**config.mk**
```make
export PLATFORM = sky130hd
export DESIGN_NAME = manchester_deser
export DESIGN_NICKNAME = d
export VERILOG_FILES = /design/src/rtl/manchester_deser_pkg.sv /design/src/rtl/manchester_deser_chip_sampler.sv /design/src/rtl/manchester_deser.sv
export SDC_FILE = /design/constraint.sdc
export NUM_CORES = 1
export LEC_CHECK = 0
export BUFFER_PORTS_ARGS = -buffer_cell sky130_fd_sc_hd__buf_4
export CAP_MARGIN = 25
export CORE_MARGIN = 5
export CORE_UTILIZATION = 42
export CTS_CLUSTER_DIAMETER = 30
export DETAILED_ROUTE_END_ITERATION = 10
export GPL_TIMING_DRIVEN = 0
export PLACE_DENSITY_LB_ADDON = 0.2
export REMOVE_ABC_BUFFERS = 1
export SYNTH_ARGS = -nofsm -noshare
export SYNTH_HDL_FRONTEND = slang
export SYNTH_SLANG_ARGS = --single-unit
```
**constraint.sdc**
```tcl
create_clock -name clk -period 2.8 [get_ports clk]
set_clock_uncertainty 0.1 [all_clocks]
set_input_delay 0.42 -clock clk [delete_from_list [all_inputs] [get_ports clk]]
set_output_delay 0.42 -clock clk [all_outputs]
set_load 0.05 [all_outputs]
```
**src/rtl/manchester_deser_pkg.sv**
```systemverilog
// Shared types and helpers for the Manchester chip deserializer.
package manchester_deser_pkg;

  // Receiver FSM: HUNT searches for the sync pattern, PAYLOAD collects words.
  typedef enum logic {
    HUNT    = 1'b0,
    PAYLOAD = 1'b1
  } state_e;

  // Sync pattern 1001101001100101 decodes to 8'hB4 with 10=1, 01=0.
  localparam logic [15:0] SYNC_CHIPS_DEFAULT = 16'h9A65;

  // A Manchester chip pair is legal only when its two chips differ.
  function automatic logic pair_legal(input logic [1:0] pair);
    return pair[1] ^ pair[0];
  endfunction

  // A 16-chip word is legal when all eight pairs [2k+1:2k] are legal.
  function automatic logic word_legal(input logic [15:0] w);
    logic ok;
    ok = 1'b1;
    for (int k = 0; k < 8; k++) begin
      ok = ok & pair_legal(w[2*k +: 2]);
    end
    return ok;
  endfunction

endpackage

```
**src/rtl/manchester_deser_chip_sampler.sv**
```systemverilog
// Line front end: synchronizer, edge detect, phase tracking, mid-chip
// strobe and idle timeout for the Manchester deserializer.
module manchester_deser_chip_sampler #(
  parameter int OSR = 8
) (
  input  logic clk,
  input  logic rst,
  input  logic rx_in,
  output logic rx_s_o,
  output logic strobe_o,
  output logic idle_timeout_o
);

  localparam int PW = $clog2(OSR);
  localparam int IW = $clog2(3 * OSR + 1);
  localparam logic [PW-1:0] PHASE_MID  = PW'(OSR / 2);
  localparam logic [IW-1:0] IDLE_LIMIT = IW'(3 * OSR);

  logic          sync1_q, sync2_q, rx_dly_q;
  logic [PW-1:0] phase_q, phase_d;
  logic [IW-1:0] idle_q, idle_d;
  logic          edge_det;

  // Two-flop synchronizer plus a delayed copy of the second stage for edges.
  always_ff @(posedge clk) begin
    if (rst) begin
      sync1_q  <= 1'b0;
      sync2_q  <= 1'b0;
      rx_dly_q <= 1'b0;
    end else begin
      sync1_q  <= rx_in;
      sync2_q  <= sync1_q;
      rx_dly_q <= sync2_q;
    end
  end

  assign edge_det = sync2_q ^ rx_dly_q;

  // Phase re-aligns to 1 on every edge, otherwise free-runs modulo OSR;
  // idle counter saturates at the timeout limit and clears on edges.
  always_comb begin
    phase_d = phase_q + 1'b1;
    idle_d  = idle_q;
    if (edge_det) begin
      phase_d = PW'(1);
      idle_d  = '0;
    end else if (idle_q != IDLE_LIMIT) begin
      idle_d = idle_q + 1'b1;
    end
  end

  // Phase and idle counter registers.
  always_ff @(posedge clk) begin
    if (rst) begin
      phase_q <= '0;
      idle_q  <= '0;
    end else begin
      phase_q <= phase_d;
      idle_q  <= idle_d;
    end
  end

  assign rx_s_o         = sync2_q;
  assign strobe_o       = (phase_q == PHASE_MID);
  assign idle_timeout_o = (idle_q == IDLE_LIMIT);

endmodule

```
**src/rtl/manchester_deser.sv**
```systemverilog
// Manchester chip deserializer: hunts for a 16-chip sync pattern, then
// delivers FRAME_WORDS 16-chip payload words over a valid/ready port.
//
// Handshake: chips_valid rises when a word is loaded and then holds, with
// chips stable, until a cycle where chips_ready is high; that cycle is the
// transfer. A word completing while the held word is not being taken is
// dropped with an overrun pulse; a word completing in the transfer cycle
// replaces the held word and chips_valid stays high.
module manchester_deser
  import manchester_deser_pkg::*;
#(
  parameter int          OSR         = 8,
  parameter logic [15:0] SYNC_CHIPS  = SYNC_CHIPS_DEFAULT,
  parameter int          FRAME_WORDS = 4
) (
  input  logic        clk,
  input  logic        rst,
  input  logic        rx_in,
  output logic [15:0] chips,
  output logic        chips_valid,
  input  logic        chips_ready,
  output logic        frame_start,
  output logic        code_err,
  output logic        overrun,
  output logic        busy
);

  localparam logic [7:0] LAST_WORD = 8'(FRAME_WORDS - 1);

  logic        rx_s, strobe, idle_timeout;
  state_e      state_q, state_d;
  logic [15:0] sr_q, sr_d;
  logic [3:0]  chip_cnt_q, chip_cnt_d;
  logic [7:0]  word_cnt_q, word_cnt_d;
  logic [15:0] chips_q, chips_d;
  logic        valid_q, valid_d;
  logic        frame_start_q, frame_start_d;
  logic        code_err_q, code_err_d;
  logic        overrun_q, overrun_d;

  manchester_deser_chip_sampler #(
    .OSR(OSR)
  ) u_sampler (
    .clk           (clk),
    .rst           (rst),
    .rx_in         (rx_in),
    .rx_s_o        (rx_s),
    .strobe_o      (strobe),
    .idle_timeout_o(idle_timeout)
  );

  // Chip shift register input: newest chip enters bit 0 on each strobe.
  assign sr_d = strobe ? {sr_q[14:0], rx_s} : sr_q;

  // Next-state, counters, word check and output handshake.
  always_comb begin
    state_d       = state_q;
    chip_cnt_d    = chip_cnt_q;
    word_cnt_d    = word_cnt_q;
    chips_d       = chips_q;
    valid_d       = valid_q & ~chips_ready;
    frame_start_d = 1'b0;
    code_err_d    = 1'b0;
    overrun_d     = 1'b0;
    case (state_q)
      HUNT: begin
        if (strobe && (sr_d == SYNC_CHIPS)) begin
          frame_start_d = 1'b1;
          chip_cnt_d    = '0;
          word_cnt_d    = '0;
          state_d       = PAYLOAD;
        end
      end
      PAYLOAD: begin
        if (idle_timeout) begin
          state_d = HUNT;
        end else if (strobe) begin
          chip_cnt_d = chip_cnt_q + 1'b1;
          if (chip_cnt_q == 4'd15) begin
            if (!word_legal(sr_d)) begin
              code_err_d = 1'b1;
              state_d    = HUNT;
            end else begin
              word_cnt_d = word_cnt_q + 1'b1;
              if (word_cnt_q == LAST_WORD) begin
                state_d = HUNT;
              end
              if (valid_q && !chips_ready) begin
                overrun_d = 1'b1;
              end else begin
                chips_d = sr_d;
                valid_d = 1'b1;
              end
            end
          end
        end
      end
      default: state_d = HUNT;
    endcase
  end

  // State, datapath and registered output pulses.
  always_ff @(posedge clk) begin
    if (rst) begin
      state_q       <= HUNT;
      sr_q          <= '0;
      chip_cnt_q    <= '0;
      word_cnt_q    <= '0;
      chips_q       <= '0;
      valid_q       <= 1'b0;
      frame_start_q <= 1'b0;
      code_err_q    <= 1'b0;
      overrun_q     <= 1'b0;
    end else begin
      state_q       <= state_d;
      sr_q          <= sr_d;
      chip_cnt_q    <= chip_cnt_d;
      word_cnt_q    <= word_cnt_d;
      chips_q       <= chips_d;
      valid_q       <= valid_d;
      frame_start_q <= frame_start_d;
      code_err_q    <= code_err_d;
      overrun_q     <= overrun_d;
    end
  end

  assign chips       = chips_q;
  assign chips_valid = valid_q;
  assign frame_start = frame_start_q;
  assign code_err    = code_err_q;
  assign overrun     = overrun_q;
  assign busy        = (state_q != HUNT);

endmodule

```
* Word-level counts from Yosys, hierarchy flattened
Cells that the tools add are included.
** Cells by class
- Reduce and logical (&&, ||, !) cells :: 10
- Eq/ne operators :: 11
- $add $sub $neg :: 4
- Multiplexer cells :: 27
- Bitwise gates (word level) :: 24
** Operators by type and width (number)
- $mux 8 :: 5
- $eq 16x16->1 const B :: 1
- $mux 16 :: 1
- $pmux 8 s2 :: 1
- $mux 1 :: 15
- $mux 4 :: 3
- $xor 1x1->1 :: 9
- $add 8x1->8 const B :: 1
- $and 1x1->1 :: 8
- $eq 8x2->1 const B :: 1
- $pmux 4 s2 :: 1
- $not 1->1 :: 7
- $ne 2x2->1 const B :: 3
- $reduce_and 6->1 :: 1
- $reduce_or 6->1 :: 1
- $add 5x1->5 const B :: 1
- $eq 5x5->1 const B :: 1
- $ne 5x5->1 const B :: 1
- $reduce_and 5->1 :: 1
- $reduce_or 5->1 :: 1
- $add 4x1->4 const B :: 1
- $eq 4x4->1 const B :: 1
- $ne 2x1->1 const B :: 2
- $reduce_or 2->1 :: 2
- other kinds (6) :: 7
** Word-level totals
- Register bits after elaboration :: 60
- Word-level logic and storage cells :: 91
- Input bits :: 4

* Longest topological paths before layout
- Word-level depth :: 15
- Gate-level depth with buffers :: 14
- Gate-level depth less buffers :: 11

* Hierarchy
Synthesis repeated with hierarchy kept, for this count alone.
** Second synthesis, totals
- Cells, all modules :: 274
- Area, all modules :: 2642.5 µm²
** By module, submodules not included
- manchester_deser :: area each 2162.1 µm², instances 1, cells an instance 228
- manchester_deser_chip_sampler :: area each 480.5 µm², instances 1, cells an instance 46

* Worst setup path after synthesis
Ideal clock, no wire load.
- Kind :: register to register
- Start point :: register u_sampler.phase_q[0]
- End point :: register word_cnt_q[6]
- Data required time :: 2.629 ns
- Path slack :: -0.214 ns
- Data arrival time :: 2.844 ns
- Buffers on the path :: 2
- Stages on the path, launching flop included :: 13
- Path through :: dfxtp_1 -> inv_1 -> ha_1 -> and2_1 -> buf_2 -> mux2i_1 -> ha_1 -> nand4_1 -> or4_1 -> buf_6 -> a21o_1 -> or4_1 -> a21oi_1
** On the way
- Cells in the longest elaborated chain, start to end :: 12
** Ends and longest elaborated chain
- start, declared :: line manchester_deser_chip_sampler.sv:20 : logic [PW-1:0] phase_q, phase_d;
- start signal, assigned :: line manchester_deser_chip_sampler.sv:58 : phase_q <= phase_d;
- $eq 3x3->1 (*) :: line manchester_deser_chip_sampler.sv:64 : assign strobe_o = (phase_q == PHASE_MID);
- $mux 16 :: line manchester_deser.sv:53 : assign sr_d = strobe ? {sr_q[14:0], rx_s} : sr_q;
- $xor 1x1->1 :: line manchester_deser_pkg.sv:15 : return pair[1] ^ pair[0];
- $and 1x1->1 (7 in series) :: line manchester_deser_pkg.sv:23 : ok = ok & pair_legal(w[2*k +: 2]);
- $ne 2x1->1 (no line)
- $reduce_and 5->1 (no line) (*)
- end signal, assigned :: line manchester_deser.sv:118 : word_cnt_q <= word_cnt_d;
- end, declared :: line manchester_deser.sv:34 : logic [7:0] word_cnt_q, word_cnt_d;
Mark *: on every way between the ends. The rest lies on a longest branch, timed or not.
A chain may end at the register's enable or synchronous reset.

* Worst setup path in the final report
- Start point :: register u_sampler.phase_q[1]
- End point :: register chips_q[1] (netlist: chips[1])
** RTL lines
- $eq 3x3->1 :: line manchester_deser_chip_sampler.sv:64
- $mux 16 :: line manchester_deser.sv:53
- net sr_d[12] :: line manchester_deser.sv:32 : logic [15:0] sr_q, sr_d;
- $xor 1x1->1 :: line manchester_deser_pkg.sv:15
- $and 1x1->1 (2 in series) :: line manchester_deser_pkg.sv:23
- $reduce_and 6->1 (no line)
- end signal, assigned :: line manchester_deser.sv:119 : chips_q <= chips_d;
- end, declared :: line manchester_deser.sv:35 : logic [15:0] chips_q, chips_d;
The timed path passes the listed nets, and every way through them passes these cells.

==> results.md <==
- Cell Count, Final, Fillers Out: 407
- Slew at the pin with the worst max-slew slack: 0.484 ns
- Floorplan die area: 7480 um^2
- Result of the run: complete, but fails checks
- Number of pins with negative max-slew slack in the final report: 0
- Area growth from synthesis to layout: 51.9%
- Required arrival time at the worst endpoint: 2.94 ns
- Clock period minus worst slack: 2.90 ns
- Largest net degree at the start of global routing: 46
- Highest clock frequency the design can meet: 345 MHz
- Area share of the largest cell type after synthesis: 48.9%
- DRC violation count after routing: 0
- Final count of hold timing violations: 0
- Overall fraction of global-route tracks in use: 15.6%
- Hold slack: 0.203 ns
- Critical path endpoint category: flip-flop
- Arrival time at the worst endpoint: 3.04 ns
- Filler cell count: 417
- First-pass GRT wire length: 9.22 mm
- Remaining global-route overflow: 0
- Final Cycle Share: 103%
- Fin worst setup slack: -0.0973 ns
- Static power due to leakage: 1.47 nW
- Post-layout utilization of the core: 66.6%
- Core ar.: 5610 um^2
- Post-synthesis register bit count: 60
- Synthesis Warnings: 0
- Top post-synthesis cells by area: dfxtp_1, nor2_1, ha_1
- Total inserted antenna cells: 0
- Number of nets at the end of the flow: 349
- Critical setup path kind: flip-flop to flip-flop
- Violated checks: negative setup slack
- Cell count of the worst hold path: 2
- Most used DFF post-synth: dfxtp_1
- Sort of element at the start of the critical path: flip-flop
- Post-placement cell count: 351
- Width of the die: 86.5 um
- Sequential fraction of design power: 48.1%
- Max-cap viol count: 0
- Capture point of the worst reg-to-reg path: chips[1]$_SDFFE_PP0P_
- I/O Pins: 25
- Total clock buffers created by CTS: 9
- Clock insertion delay at the later pin of the skew report: 0.34 ns
- Post-detailed-route wirelength per cell: 15.6 um
- Critical path startpoint: u_sampler.phase_q[1]$_SDFF_PP0_
- Maximum resistive drop on vdd: 0.338 mV
- Number of standard cells after synthesis: 266
- Worst setup slack for register-to-register paths: -0.1 ns
- Starting density of the core: 43.8%
- Portion of the post-synthesis area used by sequential elements: 48.9%
- Via count of the first global-routing pass: 2033
- Portion of total power attributed to the clock network: 47.7%
- Die Ht: 86.5 um
- Class of the tightest hold or removal check: input port to flip-flop
- Max-slew headroom at the worst pin: 67.7%
- DP Wirelength: 3.15 mm
- Setup Viol. Count Final: 22
- Power share of the combinational group: 4.2%
- Logic depth of the worst register-to-register path: 14
- Worst Path Max Fanout: 6
- Psw: 392 uW
- Placement row count: 27
- Vias per cell: 5.23
- H-tree depth: 3
- Most common cell after layout, fill and taps aside: dfxtp_1
- Proportion of total power due to net switching: 21.6%
- Worst flop-to-flop path startpoint: u_sampler.phase_q[1]$_SDFF_PP0_
- Fraction of final layout cells with drive strength greater than 1: 40.3%
- Internal cell power: 1.42 mW
- Most used cells in the layout excluding fill and tap cells: dfxtp_1, buf_4, nor2_1
- Clock slew at reported path FFs: 0.07 ns
- Worst Hold Path EP: u_sampler.sync1_q$_SDFF_PP0_
- CTS tree: yes
- Total number of vias: 2130
- Source of the worst hold timing path: rx_in
- Number of antenna violations at the first check in global routing: 0
- Routability cong.: 0.734
- Share of flip-flops with an asynchronous set or reset after synthesis: 0%
- Number of synthesized flops with an enable pin: 0
- Root buffer cell: clkbuf_8
- Number of DRC violations after detailed-routing iteration 0: 109
- Setup repair after global routing missed its margin: yes
- Total power divided by cell area: 485 nW/um^2
- Average cell area after synthesis: 9.24 um^2
- Total power: 1.81 mW
- Routed WL: 6.36 mm
- Count of clock tree sinks: 60
- Number of port buffers: 24
- Synthesized area: 2460 um^2
- Largest area contributor in the synthesized netlist: dfxtp_1
- Yosys cell types: 33
- Number of detailed-route iterations in the first pass: 4
- Post-detailed-route count of antenna-violating nets: 0
- Number of buffers on the longest clock path: 2
==> cell families (layout without fill, tap and decap cells) <==
group           count (synthesis)  after routing  share of synthesized area, %
compound gates                 43             43                          11.1
xor+xnor                        9              9                          3.21
simple gates                   95             96                          17.9
buf+inv                        29             97                          5.24
mux                            16             16                          6.51
fa+ha+maj                      14             14                          7.12
flops                          60             60                          48.9
==> registers in the layout, indices dropped and copies added (netlist names) <==
register and count:
u_sampler.rx_s_o 1, u_sampler.idle_q 5, sr_q 16, chips 16, code_err 1, chips_valid 1
frame_start 1, u_sampler.phase_q 3, u_sampler.rx_dly_q 1, word_cnt_q 8, u_sampler.sync1_q 1, busy 1
overrun 1, chip_cnt_q 4
==> cells in the mapped netlist, drive strengths merged, types with 2 or more instances <==
master and count:
dfxtp 60, nor2 47, a21oi 17, inv 17, a211oi 16, mux2i 16, ha 14, nand2 14
nand3 7, buf 6, clkbuf 6, xnor2 6, or3 4, and3 3, nand4 3, nor2b 3
nor4 3, o21ai 3, or4 3, xor2 3, and2 2, nand4b 2, nor3 2, o31ai 2
==> critical path, cell delays in order (launching register included) <==
cell,delay [ns]
dfxtp_2,0.33
inv_2,0.06
ha_4,0.16
and2_4,0.21
buf_12,0.13
mux2i_4,0.24
inv_2,0.06
ha_4,0.22
nor4_4,0.34
nand2_2,0.14
nor3b_4,0.23
buf_6,0.18
buf_6,0.14
nor2_2,0.04
a211oi_1,0.24
==> power groups by stage <==
stage / clock [mW] / combinational (mW) / sequential [mW]
finish: 0.864 / 0.0767 / 0.871
global placement: 0 / 0.0465 / 0.888
CTS: 0.860 / 0.0733 / 0.871
global route: 0.911 / 0.0838 / 0.872
floorplan: 0 / 0.0286 / 0.887
detailed placement: 0 / 0.0467 / 0.888
==> repair_timing <==
| item | CTS | global route |
|---|---|---|
| hold buffers | 0 | 0 |
| setup buffers | 28 | 9 |
| cloned | 1 | 4 |
| resized for setup | 69 | 29 |
| pin swaps | 19 | 12 |
| endpoints found under the setup margin | 32 | 23 |
==> routing by layer <==
layer	up-vias	wire length, um	track usage [%]	share of wire, %
met5	-	0	0	0
met4	0	181	8.36	2.8
met3	14	207	3.33	3.3
met2	46	3190	25.5	50
met1	1020	2780	19.3	44
li1	1050	-	-	-
==> final cells by class <==
type | instances | area (um^2) | share of cell area (%)
Clock buffer | 11 | 141 | 3.79
Clock inverter | 4 | 73.8 | 1.98
Inverter | 17 | 63.8 | 1.71
Multi-Input combinational cell | 178 | 1560 | 41.7
Sequential cell | 60 | 1200 | 32.2
Tap cell | 72 | 90.1 | 2.41
Timing Repair Buffer | 65 | 604 | 16.2
==> how the worst max path moves through the flow <==
stage / to / slack, ns / cells after the start
3_5_place_dp: chips[0]$_SDFFE_PP0P_ / -1.21 / 12
3_3_place_gp: chips[4]$_SDFFE_PP0P_ / -2.71 / 10
5_1_grt: word_cnt_q[7]$_SDFFE_PP0P_ / -0.22 / 13
2_1_floorplan: chips[0]$_SDFFE_PP0P_ / -1.55 / 10
4_1_cts: word_cnt_q[6]$_SDFFE_PP0P_ / -0.04 / 11
6_report: chips[1]$_SDFFE_PP0P_ / -0.1 / 14
==> stage by stage <==
step / worst slack, ns / cell area (um^2) / setup TNS, ns
3_5_place_dp: -1.21 / 2680 / -25.17
4_1_cts: -0.0364 / 3510 / -0.0575
5_1_grt: -0.218 / 3730 / -4.32
3_3_place_gp: -2.71 / 2660 / -50.22
6_report: -0.0973 / 3730 / -1.10
2_1_floorplan: -1.55 / 2390 / -26.36
Power figures use the tool's default switching activity.
